File: src/rtl/ttl_pkg.sv
// Shared definitions for the clocked TTL library models.
package ttl_pkg;

    // Typical and worst-case 74LS propagation delays, ns.
    localparam int TTL_LS_DELAY_TYP = 10;
    localparam int TTL_LS_DELAY_MAX = 15;

    // Per-cycle operating mode of a shift-register model, in priority order.
    typedef enum logic [1:0] {
        MODE_RESET = 2'd0,
        MODE_LOAD  = 2'd1,
        MODE_SHIFT = 2'd2,
        MODE_HOLD  = 2'd3
    } shift_mode_e;

endpackage : ttl_pkg

File: src/rtl/ttl_bit_counter.sv
// Modulo-WIDTH shift counter with a registered one-cycle wrap pulse.
// clr has priority over inc; wrap is low on every cycle that does not
// complete a full count.
module ttl_bit_counter #(
    parameter int WIDTH = 8,
    parameter int CW    = (WIDTH > 1) ? $clog2(WIDTH) : 1
) (
    input  logic          clk,
    input  logic          rst,
    input  logic          clr,
    input  logic          inc,
    output logic [CW-1:0] count,
    output logic          wrap
);

    localparam logic [CW-1:0] LAST = CW'(WIDTH - 1);

    logic [CW-1:0] count_q, count_d;
    logic          wrap_q, wrap_d;

    // Next count: clear, wrap at WIDTH-1, increment, or hold.
    always_comb begin
        count_d = count_q;
        wrap_d  = 1'b0;
        if (clr) begin
            count_d = '0;
        end else if (inc) begin
            if (count_q == LAST) begin
                count_d = '0;
                wrap_d  = 1'b1;
            end else begin
                count_d = count_q + 1'b1;
            end
        end
    end

    // Counter and pulse registers with synchronous reset.
    always_ff @(posedge clk) begin
        if (rst) begin
            count_q <= '0;
            wrap_q  <= 1'b0;
        end else begin
            count_q <= count_d;
            wrap_q  <= wrap_d;
        end
    end

    assign count = count_q;
    assign wrap  = wrap_q;

endmodule : ttl_bit_counter

File: src/rtl/ttl_74165.sv
// Clocked 74LS165 parallel-in/serial-out shift register with shift counter
// and word-complete pulse. Load is synchronous. D[WIDTH-1] (pin H) leaves
// first; SER enters at bit 0 so parts cascade QH -> SER.
// DELAY_RISE/DELAY_FALL describe the output timing of the library model;
// the synthesized outputs are plain registered signals.
module ttl_74165
    import ttl_pkg::*;
#(
    parameter int WIDTH      = 8,
    parameter int DELAY_RISE = TTL_LS_DELAY_MAX,
    parameter int DELAY_FALL = TTL_LS_DELAY_MAX,
    parameter int CW         = (WIDTH > 1) ? $clog2(WIDTH) : 1
) (
    input  logic             CLK,
    input  logic             RST,
    input  logic             SH_LD_n,
    input  logic             CLK_INH,
    input  logic             SER,
    input  logic [WIDTH-1:0] D,
    output logic             QH,
    output logic             QH_n,
    output logic [CW-1:0]    BIT_CNT,
    output logic             DONE
);

    // Reject unusable parameterisations at elaboration.
    if (WIDTH < 2) begin : g_bad_width
        $error("ttl_74165: WIDTH must be at least 2");
    end
    if (DELAY_RISE < 0 || DELAY_FALL < 0) begin : g_bad_delay
        $error("ttl_74165: propagation delays must be non-negative");
    end

    shift_mode_e      mode;
    logic [WIDTH-1:0] sr_q, sr_d;

    // Mode decode: RST > load > shift > hold; CLK_INH is ignored while loading.
    always_comb begin
        mode = MODE_HOLD;
        if (RST)
            mode = MODE_RESET;
        else if (!SH_LD_n)
            mode = MODE_LOAD;
        else if (!CLK_INH)
            mode = MODE_SHIFT;
    end

    // Shift register next state for the decoded mode.
    always_comb begin
        sr_d = sr_q;
        case (mode)
            MODE_RESET: sr_d = '0;
            MODE_LOAD:  sr_d = D;
            MODE_SHIFT: sr_d = {sr_q[WIDTH-2:0], SER};
            default:    sr_d = sr_q;
        endcase
    end

    // Shift register state.
    always_ff @(posedge CLK) begin
        if (RST)
            sr_q <= '0;
        else
            sr_q <= sr_d;
    end

    // A load clears the count, so a load on the would-be wrap cycle gives no DONE.
    ttl_bit_counter #(
        .WIDTH (WIDTH),
        .CW    (CW)
    ) u_bit_counter (
        .clk   (CLK),
        .rst   (RST),
        .clr   (mode == MODE_LOAD),
        .inc   (mode == MODE_SHIFT),
        .count (BIT_CNT),
        .wrap  (DONE)
    );

    assign QH   = sr_q[WIDTH-1];
    assign QH_n = ~sr_q[WIDTH-1];

endmodule : ttl_74165

File: config.mk
export PLATFORM = sky130hd
export DESIGN_NAME = ttl_74165
export DESIGN_NICKNAME = d
export VERILOG_FILES = /design/src/rtl/ttl_pkg.sv /design/src/rtl/ttl_bit_counter.sv /design/src/rtl/ttl_74165.sv
export SDC_FILE = /design/constraint.sdc
export NUM_CORES = 1
export LEC_CHECK = 0
export ABC_AREA = 1
export CAP_MARGIN = 20
export CORE_MARGIN = 8
export CORE_UTILIZATION = 52
export CTS_BUF_LIST = sky130_fd_sc_hd__clkbuf_8
export DETAILED_ROUTE_END_ITERATION = 6
export PLACE_DENSITY = 0.85
export SYNTH_ARGS = -nofsm -noshare
export SYNTH_HDL_FRONTEND = slang
export SYNTH_SLANG_ARGS = --single-unit
File: constraint.sdc
create_clock -name CLK -period 2.65 [get_ports CLK]
set_input_delay 0.53 -clock CLK [delete_from_list [all_inputs] [get_ports CLK]]
set_output_delay 0.53 -clock CLK [all_outputs]
set_load 0.005 [all_outputs]
# After elaboration in Yosys (flattened, before gate mapping)
# Cells that the tools add are included.
[word_totals] regBits=12 inputBits=13 output_inout_bits=6 elab_cells=19
[classes] n_addsub=1 n_eq_ne=3 muxes=6 bitwise=2 reduce_logical=4
[op_table] op="$pmux 8 s3" count=1
[op_table] op="$mux 2" count=2
[op_table] op="$add 3x1->3 const B" count=1
[op_table] op="$eq 3x3->1 const B" count=1
[op_table] op="$mux 3" count=1
[op_table] op="$reduce_bool 3->1" count=1
[op_table] op="$reduce_or 3->1" count=1
[op_table] op="$eq 2x1->1 const B" count=1
[op_table] op="$eq 2x2->1 const B" count=1
[op_table] op="$logic_not 2->1" count=1
[op_table] op="$mux 1" count=2
[op_table] op="$not 1->1" count=2
[op_table] op="$reduce_or 2->1" count=1

# Longest topological paths before layout
# Gate-level depths: netlist (run 1).
[depth] word_depth=6 mapped_depth=9 mapped_depth_nobuf=8

# Cells and area by module
# A second synthesis (run 1) with hierarchy kept.
[unflattened] hier_cells=72 hier_area_um2=578.1
[by_module_without_submodules] module="ttl_74165" n_inst=1 cells_per_inst=50 area_each_um2=401.6 seq_area_each_um2=160.2
[by_module_without_submodules] module="ttl_bit_counter" n_inst=1 cells_per_inst=22 area_each_um2=176.4 seq_area_each_um2=80.1

# Least setup slack after synthesis (run 1)
# OpenSTA, ideal clock, no wires.
[synth_path] kind="in2reg" start="input port RST" end="register u_bit_counter.count_q[2], in the netlist u_bit_counter.count[2]" arrival_time_ps=1435 t_required_ps=2534 path_slack_ps=1100 cell_stages=7 path_buffers=2 path_cell_list="buf_6 -> nor2_1 -> ha_1 -> buf_6 -> inv_2 -> o21ai_0 -> nor2_1"
[synth_via] elab_chain_cells=3 word_cells_on_any_way=4
[synth_rtl] element="start, declared" line="ttl_74165.sv:15" text="input logic RST,"
[synth_rtl] element="$mux 2" line="ttl_74165.sv:40" text="if (RST)"
[synth_rtl] element="$eq 2x1->1" line="ttl_74165.sv:74" text=".clr (mode == MODE_LOAD),"
[synth_rtl] element="$reduce_or 2->1 (no line)"
[synth_rtl] element="end signal, assigned" line="ttl_bit_counter.sv:43" text="count_q <= count_d;"
[synth_rtl] element="end, declared" line="ttl_bit_counter.sv:18" text="logic [CW-1:0] count_q, count_d;"
# Several ways; a longest one is shown, not always the timed one.
# A chain may end at the register's enable or synchronous reset.

# Final worst setup path (run 1)
[layout_path] start="input port RST" end="register sr_q[7]"
[layout_via] elab_chain_cells=3 word_cells_on_any_way=6
[layout_rtl] element="$mux 2" line="ttl_74165.sv:40"
[layout_rtl] element="$eq 2x2->1, or another cell as far along" line="ttl_74165.sv:51" text="case (mode)"
[layout_rtl] element="$pmux 8 s3 / $reduce_bool 3->1 (equally long branches)"
[layout_rtl] element="end signal, assigned" line="ttl_74165.sv:64" text="sr_q <= sr_d;"
[layout_rtl] element="end, declared" line="ttl_74165.sv:35" text="logic [WIDTH-1:0] sr_q, sr_d;"
# Several ways; a longest one is shown, not always the timed one.

==> results of run 1 <==
==> worst reg2reg max path, stage by stage (launching register included) <==
cell     delay (ps)
dfxtp_1         330
ha_1            200
ha_1            260
o21ai_0         160
nor2_1           50
==> through the flow <==
stage / hold WS, ps / worst slack (ps) / power (mW)
floorplan: 436 / 1100 / 0.237
global placement: 454 / 428 / 0.263
detailed placement: 456 / 365 / 0.265
CTS: 464 / 608 / 0.465
global route: 493 / 383 / 0.482
finish: 461 / 594 / 0.463
==> where the power goes <==
group	internal, mW	leakage, nW	switching [mW]
combinational	0.0358	0.272	0.0370
clock	0.131	0.0288	0.0693
sequential	0.186	0.0973	0.00367
total	0.353	0.398	0.110
==> area by class of cell <==
cell class / instances / area share, %
well taps: 15 / 2.04
flip-flops and latches: 12 / 26.2
inverters: 8 / 3.27
multi-input cells: 68 / 41.3
repair buffers: 20 / 21.3
clock buffers: 4 / 5.99
==> flip-flops by register name (all words and copies together), names as in the netlist <==
name and flops:
u_bit_counter.count 3, sr_q 8, u_bit_counter.wrap 1
==> worst min path at each step <==
| stage | cells after the start | startpoint | endpoint |
|---|---|---|---|
| 2_1_floorplan | 2 | sr_q[5] | sr_q[5] |
| 3_3_place_gp | 2 | sr_q[5] | sr_q[5] |
| 3_5_place_dp | 2 | sr_q[5] | sr_q[5] |
| 4_1_cts | 2 | sr_q[5] | sr_q[5] |
| 5_1_grt | 2 | sr_q[5] | sr_q[5] |
| 6_report | 2 | sr_q[5] | sr_q[5] |
==> cell usage in the layout (no fill, tap or decap) <==
cell type	Yosys	layout
nand2_1	37	37
clkdlybuf4s50_1	0	18
dfxtp_1	12	12
inv_1	7	7
nor2_1	7	7
nand2_2	5	5
a21oi_2	5	5
ha_1	5	5
a21oi_1	4	4
clkbuf_8	0	4
o21ai_0	3	3
buf_4	0	2
nor2_8	1	1
inv_2	1	1
nor4_4	1	1
==> layer usage <==
layer / global-route usage, % / wire (um) / up-vias
met5: 0 / 0 / -
met4: 6.47 / 10 / 0
met1: 13.5 / 631 / 284
met3: 3.41 / 110 / 2
met2: 21.3 / 752 / 19
li1: - / - / 321
==> cell families (layout without fill, tap and decap cells) <==
kind of cell,after synthesis,in the layout,synth area share [%]
adder cells (fa/ha/maj),5,5,9.01
AO/OA/AOI/OAI,12,12,11.4
buffers and inverters,12,32,10.8
flip-flops,12,12,34.6
AND/OR/NAND/NOR,51,51,34.2
==> metrics.csv, run 1 <==
stage,metric,value,unit
outcome,status,"complete, no violations",
timing,max_freq,486,MHz
global_routing,grt_pass1_wl,2650,um
clock_tree,ctsRootBufferMaster,clkbuf_8,
placement,port_buffers,18,
clock_tree,cts_repair_resize_count,0,
finish,final_cells,127,
clock_tree,clk_latency,240,ps
yosys,async_flop_share,0,%
die,row_count,13,
yosys,avgSynthCellArea,7.55,um2
critical_path,critPathBufInv,3,
critical_path,required,2820,ps
yosys,ys_seq_area_share,34.6,%
yosys,synth-warning-count,0,
critical_path,crit_path_end,sr_q[7],
critical_path,cp_max_fo,9,
placement,dp_hpwl,1140,um
yosys,yosys.area.top_type_share,34.6,%
die,die_w,52.5,um
timing,relSlewSlack,70.0,%
yosys,synth.largest_area_cell,dfxtp_1,
pwr,p_leak,0.398,nW
clock_tree,clk_pin_slew_worst_paths,50,ps
timing,hold_violations,0,
critical_path,max_stage_delay,620,ps
pwr,peakVddDrop,0.331,mV
finish,antenna_cells,0,
critical_path,cp_cell_sequence,clkdlybuf4s50_1 -> inv_1 -> o21ai_0 -> inv_1 -> ha_1 -> nor2_8 -> nand2_1 -> a21oi_1,
critical_path,worstSetupPathType,in -> reg,
critical_path,path_common_cell,inv_1,
die,core_area,1270,um2
clock_tree,clkSinkCount,12,
global_routing,antenna_found_initial,0,
pwr,p_per_area,504,nW/um2
clock_tree,post_cts_buffers,0,
critical_path,worstReg2RegEnd,u_bit_counter.count[2],
critical_path,arrival,2220,ps
finish,design_area,918,um2
critical_path,worst_setup_path_start_kind,input pin,
placement,gp_congestion,0.804,
drt,drt-initial-drc-count,14,
drt,drc,0,
critical_path,cp_top_family,buffers and inverters,
clock_tree,cts_max_level,1,
drt,via_count,626,
clock_tree,cts_tree,built,
die,dieArea,2760,um2
hold_path,worst_hold_path_type,reg -> reg,
yosys,synth-seq-cells,12,
clock_tree,cts_buffers,3,
finish,fill_cells,110,
timing,rsz0062_at_grt,false,
drt,dr.pass1.iters,4,
yosys,ys_types,13,
critical_path,timing.reg2reg.setup_slack,1540,ps
finish,nets,131,
drt,viasPerCell,4.93,
drt,wl,1510,um
die,initial_core_util,54.7,%
clock_tree,hold_buffers,0,
yosys,synth_edf_count,0,
yosys,syn-instance-count,92,
yosys,syn_nets,110,
timing,finClkSkew,0.332,ps
global_routing,overflow,0,
critical_path,crit_slowest_cell,clkdlybuf4s50_1,
drt,post_drt_wl_per_cell,11.9,um
yosys,synth_top_flop_cell,dfxtp_1,
finish,multiInputGateArea,379,um2
timing,min_period,2060,ps
job,max_cap_viol_count,0,
timing,setup_tns,0,ps
placement,dpl_cell_area,863,um2
finish,area_growth,32.3,%
timing,worst_slew_pin_slew,450,ps
drt,ant_nets,0,
global_routing,grt_max_degree,11,
critical_path,crit_path_end_kind,flop,
yosys,yosysMostFrequentCell,nand2_1,
finish,seq_area,240,um2
global_routing,grt_pass1_vias,619,
finish,drive_gt1_share,17.0,%
timing,slew_violations,0,
yosys,synth_commonest_cells,"nand2_1 (37), dfxtp_1 (12), inv_1 (7), nor2_1 (7)",
yosys,synthTopCellsByArea,"dfxtp_1 (35%), nand2_1 (20%), ha_1 (9.0%)",
placement,dp_cells,123,
timing,min_period_over_period,77.6,%
yosys,synth_area,694,um2
clock_tree,clockBufferDepth,2,
global_routing,grt.total_usage,12.5,%
timing,setup_viol,0,
critical_path,worstSetupPathDepth,8,
critical_path,r2r_cells,4,
critical_path,crit_start,RST,
die,io_pins,19,
finish,fin_util,72.4,%
critical_path,timing.rr.start,u_bit_counter.count[0],
die,fp.dieH,52.5,um
Note: power is estimated with default switching activity, not from simulation.
==> run 2, diff against run 1 <==
--- a/config.mk
+++ b/config.mk
@@ -8,10 +8,10 @@
 export ABC_AREA = 1
 export CAP_MARGIN = 20
 export CORE_MARGIN = 8
-export CORE_UTILIZATION = 52
+export CORE_UTILIZATION = 48
 export CTS_BUF_LIST = sky130_fd_sc_hd__clkbuf_8
 export DETAILED_ROUTE_END_ITERATION = 6
-export PLACE_DENSITY = 0.85
+export PLACE_DENSITY = 0.8
 export SYNTH_ARGS = -nofsm -noshare
 export SYNTH_HDL_FRONTEND = slang
 export SYNTH_SLANG_ARGS = --single-unit
==> constraint.sdc (replaced) <==
create_clock -name CLK -period 1.98 [get_ports CLK]
set_input_delay 0.396 -clock CLK [delete_from_list [all_inputs] [get_ports CLK]]
set_output_delay 0.396 -clock CLK [all_outputs]
set_load 0.005 [all_outputs]
==> run 2 against run 1 <==
Count of clock-buffer cells in the layout unchanged. First-iteration DRC count down 7.1%. Sequential cell count unchanged. Utilization down 0.15 points. Sequential power up 34%. Combinational power up 47%. Sequential share of layout area down 1.2 points. Final cell count up 4.7%. Wire length up 9.9%. Critical path type unchanged. Clock skew up 1.5 ps.
==> metrics.csv, run 2 (synthesized netlist as in run 1, its figures left out) <==
stage,metric,value,unit,change
finish,drive_gt1_share,21.2,%,was 17.0%
finish,nets,137,,was 131
timing,slew_violations,0,,unchanged
global_routing,grt_pass1_vias,689,,was 619
finish,final_common_cell,nand2_1,,unchanged
die,core_area,1330,um2,was 1270 um2
timing,max_freq,566,MHz,
die,io_pins,19,,unchanged
placement,gp_congestion,0.825,,was 0.804
timing,relSlewSlack,83.2,%,was 70.0%
critical_path,arrival,1900,ps,was 2220 ps
critical_path,max_stage_delay,460,ps,was 620 ps
timing,min_period,1770,ps,
global_routing,grt.total_usage,11.7,%,was 12.5%
pwr,peakVddDrop,0.380,mV,was 0.331 mV
critical_path,cp_cell_sequence,clkdlybuf4s50_1 -> inv_1 -> o21ai_0 -> buf_4 -> ha_1 -> buf_4 -> inv_2 -> o21ai_0 -> nor2_1,,was clkdlybuf4s50_1 -> inv_1 -> o21ai_0 -> inv_1 -> ha_1 -> nor2_8 -> nand2_1 -> a21oi_1
finish,antenna_cells,0,,unchanged
timing,hold_violations,0,,unchanged
clock_tree,clockBufferDepth,2,,unchanged
clock_tree,clk_pin_slew_worst_paths,60,ps,was 50 ps
outcome,status,"complete, no violations",,unchanged
drt,dr.pass1.iters,4,,unchanged
critical_path,timing.reg2reg.setup_slack,860,ps,was 1540 ps
clock_tree,cts_repair_resize_count,0,,unchanged
die,row_count,13,,unchanged
clock_tree,cts_max_level,1,,unchanged
drt,m1WireLength,684,um,was 631 um
finish,area_growth,38.7,%,was 32.3%
critical_path,worstSetupPathType,in -> reg,,unchanged
drt,wl_met2,885,um,was 752 um
drt,ant_nets,0,,unchanged
global_routing,overflow,0,,unchanged
finish,final_cell_mix,"nand2_1 (37), clkdlybuf4s50_1 (18), dfxtp_1 (12)",,unchanged
timing,finClkSkew,1.79,ps,was 0.332 ps
critical_path,worst_setup_path_start_kind,input pin,,unchanged
drt,via_count,669,,was 626
pwr,total_power,0.635,mW,was 0.463 mW
timing,worst_slew_pin_slew,252,ps,was 450 ps
global_routing,antenna_found_initial,0,,unchanged
drt,drc,0,,unchanged
placement,port_buffers,18,,unchanged
critical_path,cp_top_family,buffers and inverters,,unchanged
timing,setup_viol,0,,unchanged
clock_tree,hold_buffers,0,,unchanged
critical_path,cp_max_fo,8,,was 9
global_routing,grt_pass1_wl,2660,um,was 2650 um
global_routing,grt_max_degree,11,,unchanged
die,die_w,54.0,um,was 52.5 um
die,fp.dieH,54.0,um,was 52.5 um
clock_tree,ctsRootBufferMaster,clkbuf_8,,unchanged
critical_path,required,2120,ps,was 2820 ps
pwr,p_leak,0.428,nW,was 0.398 nW
drt,wl_met3,65,um,was 110 um
timing,setup_tns,0,ps,unchanged
pwr,p_per_area,659,nW/um2,was 504 nW/um2
drt,top_layer_used,met4,,unchanged
drt,post_drt_wl_per_cell,12.4,um,was 11.9 um
drt,wl,1660,um,was 1510 um
critical_path,crit_slowest_cell,clkdlybuf4s50_1,,unchanged
timing,min_period_over_period,89.2,%,
critical_path,critPathBufInv,5,,was 3
critical_path,crit_path_end_kind,flop,,unchanged
clock_tree,clk_latency,240,ps,about the same
die,initial_core_util,52.1,%,was 54.7%
hold_path,worst_hold_path_type,reg -> reg,,unchanged
drt,drt-initial-drc-count,13,,was 14
timing,rsz0062_at_grt,false,,unchanged
finish,largest_reg_flops,8,,unchanged
placement,dp_hpwl,1250,um,was 1140 um
clock_tree,cts_tree,built,,unchanged
job,max_cap_viol_count,0,,unchanged
finish,largest_register,sr_q,,unchanged
die,dieArea,2920,um2,was 2760 um2
drt,viasPerCell,5.03,,was 4.93
clock_tree,cts_buffers,3,,unchanged
clock_tree,clkSinkCount,12,,unchanged
clock_tree,post_cts_buffers,0,,unchanged
run 2: cell count changes in the layout (fill, tap and decap cells not counted), sizes merged:
cell  change
buf       +6
run 2: report_power, final:
group,leakage [nW],switching [mW],internal [mW]
registers,0.0973,0.00508,0.249
logic,0.302,0.0524,0.0549
clock network,0.0288,0.0981,0.176
total,0.428,0.156,0.479
run 2: final cells by class:
cell class	count	area, um2
sequential	12	240
timing repair buffer	26	240
clock buffer	4	55.1
fill	103	370
multi-input combinational	68	379
inverter	8	30.0
tap	15	18.8
run 2: routing by layer:
| layer | GRT usage (%) | vias up |
|---|---|---|
| li1 | - | 333 |
| met1 | 12.0 | 314 |
| met2 | 23.0 | 19 |
| met3 | 1.93 | 3 |
| met4 | 4.51 | 0 |
| met5 | 0 | - |
run 2: metrics by stage:
step           worst slack, ps  area (um2)  instances  hold WS (ps)  util, %
2_1_floorplan              564         694         92           436        -
3_3_place_gp              41.4         908        129           446     68.1
3_5_place_dp             -14.3         908        129           457     68.1
4_1_cts                    210         963        133           464     72.2
5_1_grt                    105         963        133           477     72.2
6_report                   213         963        133           459     72.2
run 2: path summary, 6_finish.rpt:
path | startpoint | to | depth (start not counted)
worst max-delay path | SH_LD_n | u_bit_counter.count[2] | 9
worst min-delay path | sr_q[5] | sr_q[5] | 2
worst max register to register | u_bit_counter.count[0] | u_bit_counter.count[2] | 4
worst min register to register | sr_q[5] | sr_q[5] | 2
run 2: tightest hold or removal path, cell delays in order (launching register included):
cell     delay (ps)
dfxtp_1         310
nand2_1          50
a21oi_1          50
==> run 3, diff against run 2 <==
--- a/config.mk
+++ b/config.mk
@@ -7,7 +7,6 @@
 export LEC_CHECK = 0
 export ABC_AREA = 1
 export CAP_MARGIN = 20
-export CORE_MARGIN = 8
 export CORE_UTILIZATION = 48
 export CTS_BUF_LIST = sky130_fd_sc_hd__clkbuf_8
 export DETAILED_ROUTE_END_ITERATION = 6
==> run 3 against run 2 <==
Count of clock-buffer cells in the layout stayed put. Largest cell class unchanged. Sequential share of layout area is 0.20 points higher. Setup slack better by 37 ps. Final cell count is 0.75% lower. Fmax is 2.1% higher. Highest routed layer is now met3.
==> metrics.csv, run 3 (synthesized netlist as in run 1, its figures left out) <==
stage,metric,value,unit,change
finish,largest_register,sr_q,,unchanged
finish,antenna_cells,0,,unchanged
drt,dr.pass1.iters,4,,unchanged
finish,area_growth,37.7,%,was 38.7%
die,core_area,1320,um2,was 1330 um2
timing,min_period_over_period,87.4,%,was 89.2%
timing,worst_slew_pin_slew,249,ps,was 252 ps
critical_path,crit_slowest_cell,clkdlybuf4s50_1,,unchanged
critical_path,cp_cell_sequence,clkdlybuf4s50_1 -> inv_1 -> o21ai_0 -> inv_1 -> ha_1 -> inv_1 -> nor2_8 -> nand2_1 -> a21oi_2,,was clkdlybuf4s50_1 -> inv_1 -> o21ai_0 -> buf_4 -> ha_1 -> buf_4 -> inv_2 -> o21ai_0 -> nor2_1
global_routing,grt.total_usage,21.3,%,was 11.7%
finish,multiInputGateArea,379,um2,unchanged
timing,slew_violations,0,,unchanged
global_routing,grt_pass1_wl,2150,um,was 2660 um
finish,largest_reg_flops,8,,unchanged
placement,port_buffers,18,,unchanged
clock_tree,post_cts_buffers,0,,unchanged
critical_path,arrival,1910,ps,was 1900 ps
clock_tree,ctsRootBufferMaster,clkbuf_8,,unchanged
drt,viasPerCell,4.86,,was 5.03
finish,drive_gt1_share,20.5,%,was 21.2%
outcome,status,"complete, no violations",,unchanged
timing,hold_violations,0,,unchanged
clock_tree,clk_pin_slew_worst_paths,50,ps,was 60 ps
placement,dp_hpwl,1060,um,was 1250 um
critical_path,cp_max_fo,8,,unchanged
critical_path,path_common_cell,inv_1,,
clock_tree,clkSinkCount,12,,unchanged
drt,via_count,642,,was 669
critical_path,crit_start,SH_LD_n,,unchanged
placement,dp_cells,128,,was 129
finish,seq_area,240,um2,unchanged
die,io_pins,19,,unchanged
placement,gp_congestion,0.762,,was 0.825
die,dieArea,1600,um2,was 2920 um2
critical_path,max_stage_delay,450,ps,was 460 ps
critical_path,timing.rr.start,u_bit_counter.count[0],,unchanged
die,initial_core_util,52.7,%,was 52.1%
finish,fill_cells,110,,was 103
timing,min_period,1730,ps,was 1770 ps
drt,drc,0,,unchanged
clock_tree,cts_repair_resize_count,0,,unchanged
global_routing,antenna_found_initial,0,,unchanged
timing,setup_viol,0,,unchanged
global_routing,overflow,0,,unchanged
clock_tree,hold_buffers,0,,unchanged
pwr,p_per_area,655,nW/um2,was 659 nW/um2
job,max_cap_viol_count,0,,unchanged
finish,nets,136,,was 137
clock_tree,cts_tree,built,,unchanged
finish,final_cell_mix,"nand2_1 (37), clkdlybuf4s50_1 (18), dfxtp_1 (12)",,unchanged
finish,final_cells,132,,was 133
pwr,peakVddDrop,0.653,mV,was 0.380 mV
timing,max_freq,578,MHz,was 566 MHz
critical_path,crit_path_end_kind,flop,,unchanged
clock_tree,clockBufferDepth,2,,unchanged
hold_path,min_from,sr_q[5],,unchanged
global_routing,grt_max_degree,11,,unchanged
critical_path,timing.reg2reg.setup_slack,850,ps,was 860 ps
drt,post_drt_wl_per_cell,10.3,um,was 12.4 um
drt,ant_nets,0,,unchanged
clock_tree,clk_latency,240,ps,about the same
pwr,p_leak,0.424,nW,was 0.428 nW
critical_path,worstSetupPathType,in -> reg,,unchanged
critical_path,worst_setup_path_start_kind,input pin,,unchanged
clock_tree,cts_buffers,3,,unchanged
finish,final_common_cell,nand2_1,,unchanged
drt,drt-initial-drc-count,5,,was 13
hold_path,worst_hold_path_type,reg -> reg,,unchanged
clock_tree,cts_max_level,1,,unchanged
critical_path,critPathBufInv,4,,was 5
timing,holdWs,453,ps,was 459 ps
timing,rsz0062_at_grt,false,,unchanged
die,row_count,13,,unchanged
die,fp.dieH,40.0,um,was 54.0 um
die,die_w,40.0,um,was 54.0 um
critical_path,cp_top_family,buffers and inverters,,unchanged
timing,finClkSkew,2.86,ps,was 1.79 ps
critical_path,required,2160,ps,was 2120 ps
global_routing,grt_pass1_vias,548,,was 689
timing,relSlewSlack,83.4,%,was 83.2%
drt,wl,1350,um,was 1660 um
-- run 3: through the flow --
stage                     power, mW  utilization (%)  area, um2  setup TNS, ps  setup slack, ps
final                         0.626             72.6        956              0              250
after global routing          0.658             72.6        956              0              132
after CTS                     0.633             72.6        956              0              248
after detailed placement      0.361             68.4        901          -2.84            -2.84
after global placement        0.358             68.4        901              0             52.8
after floorplan               0.318                -        694              0              564
-- run 3: cell type report --
class,count,share of cell area (%)
clock buffer,4,5.76
sequential,12,25.1
tap,15,1.96
timing repair buffer,25,24.3
multi-input combinational,68,39.7
inverter,8,3.14
-- run 3: where the power goes --
group	total, mW	switching, mW	internal [mW]
clock network	0.270	0.0945	0.176
registers	0.254	0.00507	0.249
logic	0.102	0.0490	0.0531
total	0.626	0.149	0.478
-- run 3: worst paths after layout --
check / end / cells after the start
max reg2reg: u_bit_counter.count[2] / 4
min: sr_q[5] / 2
max: sr_q[2] / 9
min reg2reg: sr_q[5] / 2
-- run 3: per-layer routing --
metal	wire [um]	GRT usage, %
met3	89	10.6
met1	541	20.0
met4	0	7.76
met2	722	39.1
met5	0	0
-- run 3: tightest hold or removal path, cell delays in order, from the launching register on --
cell and delay, ps:
dfxtp_1 300, nand2_1 50, a21oi_1 50
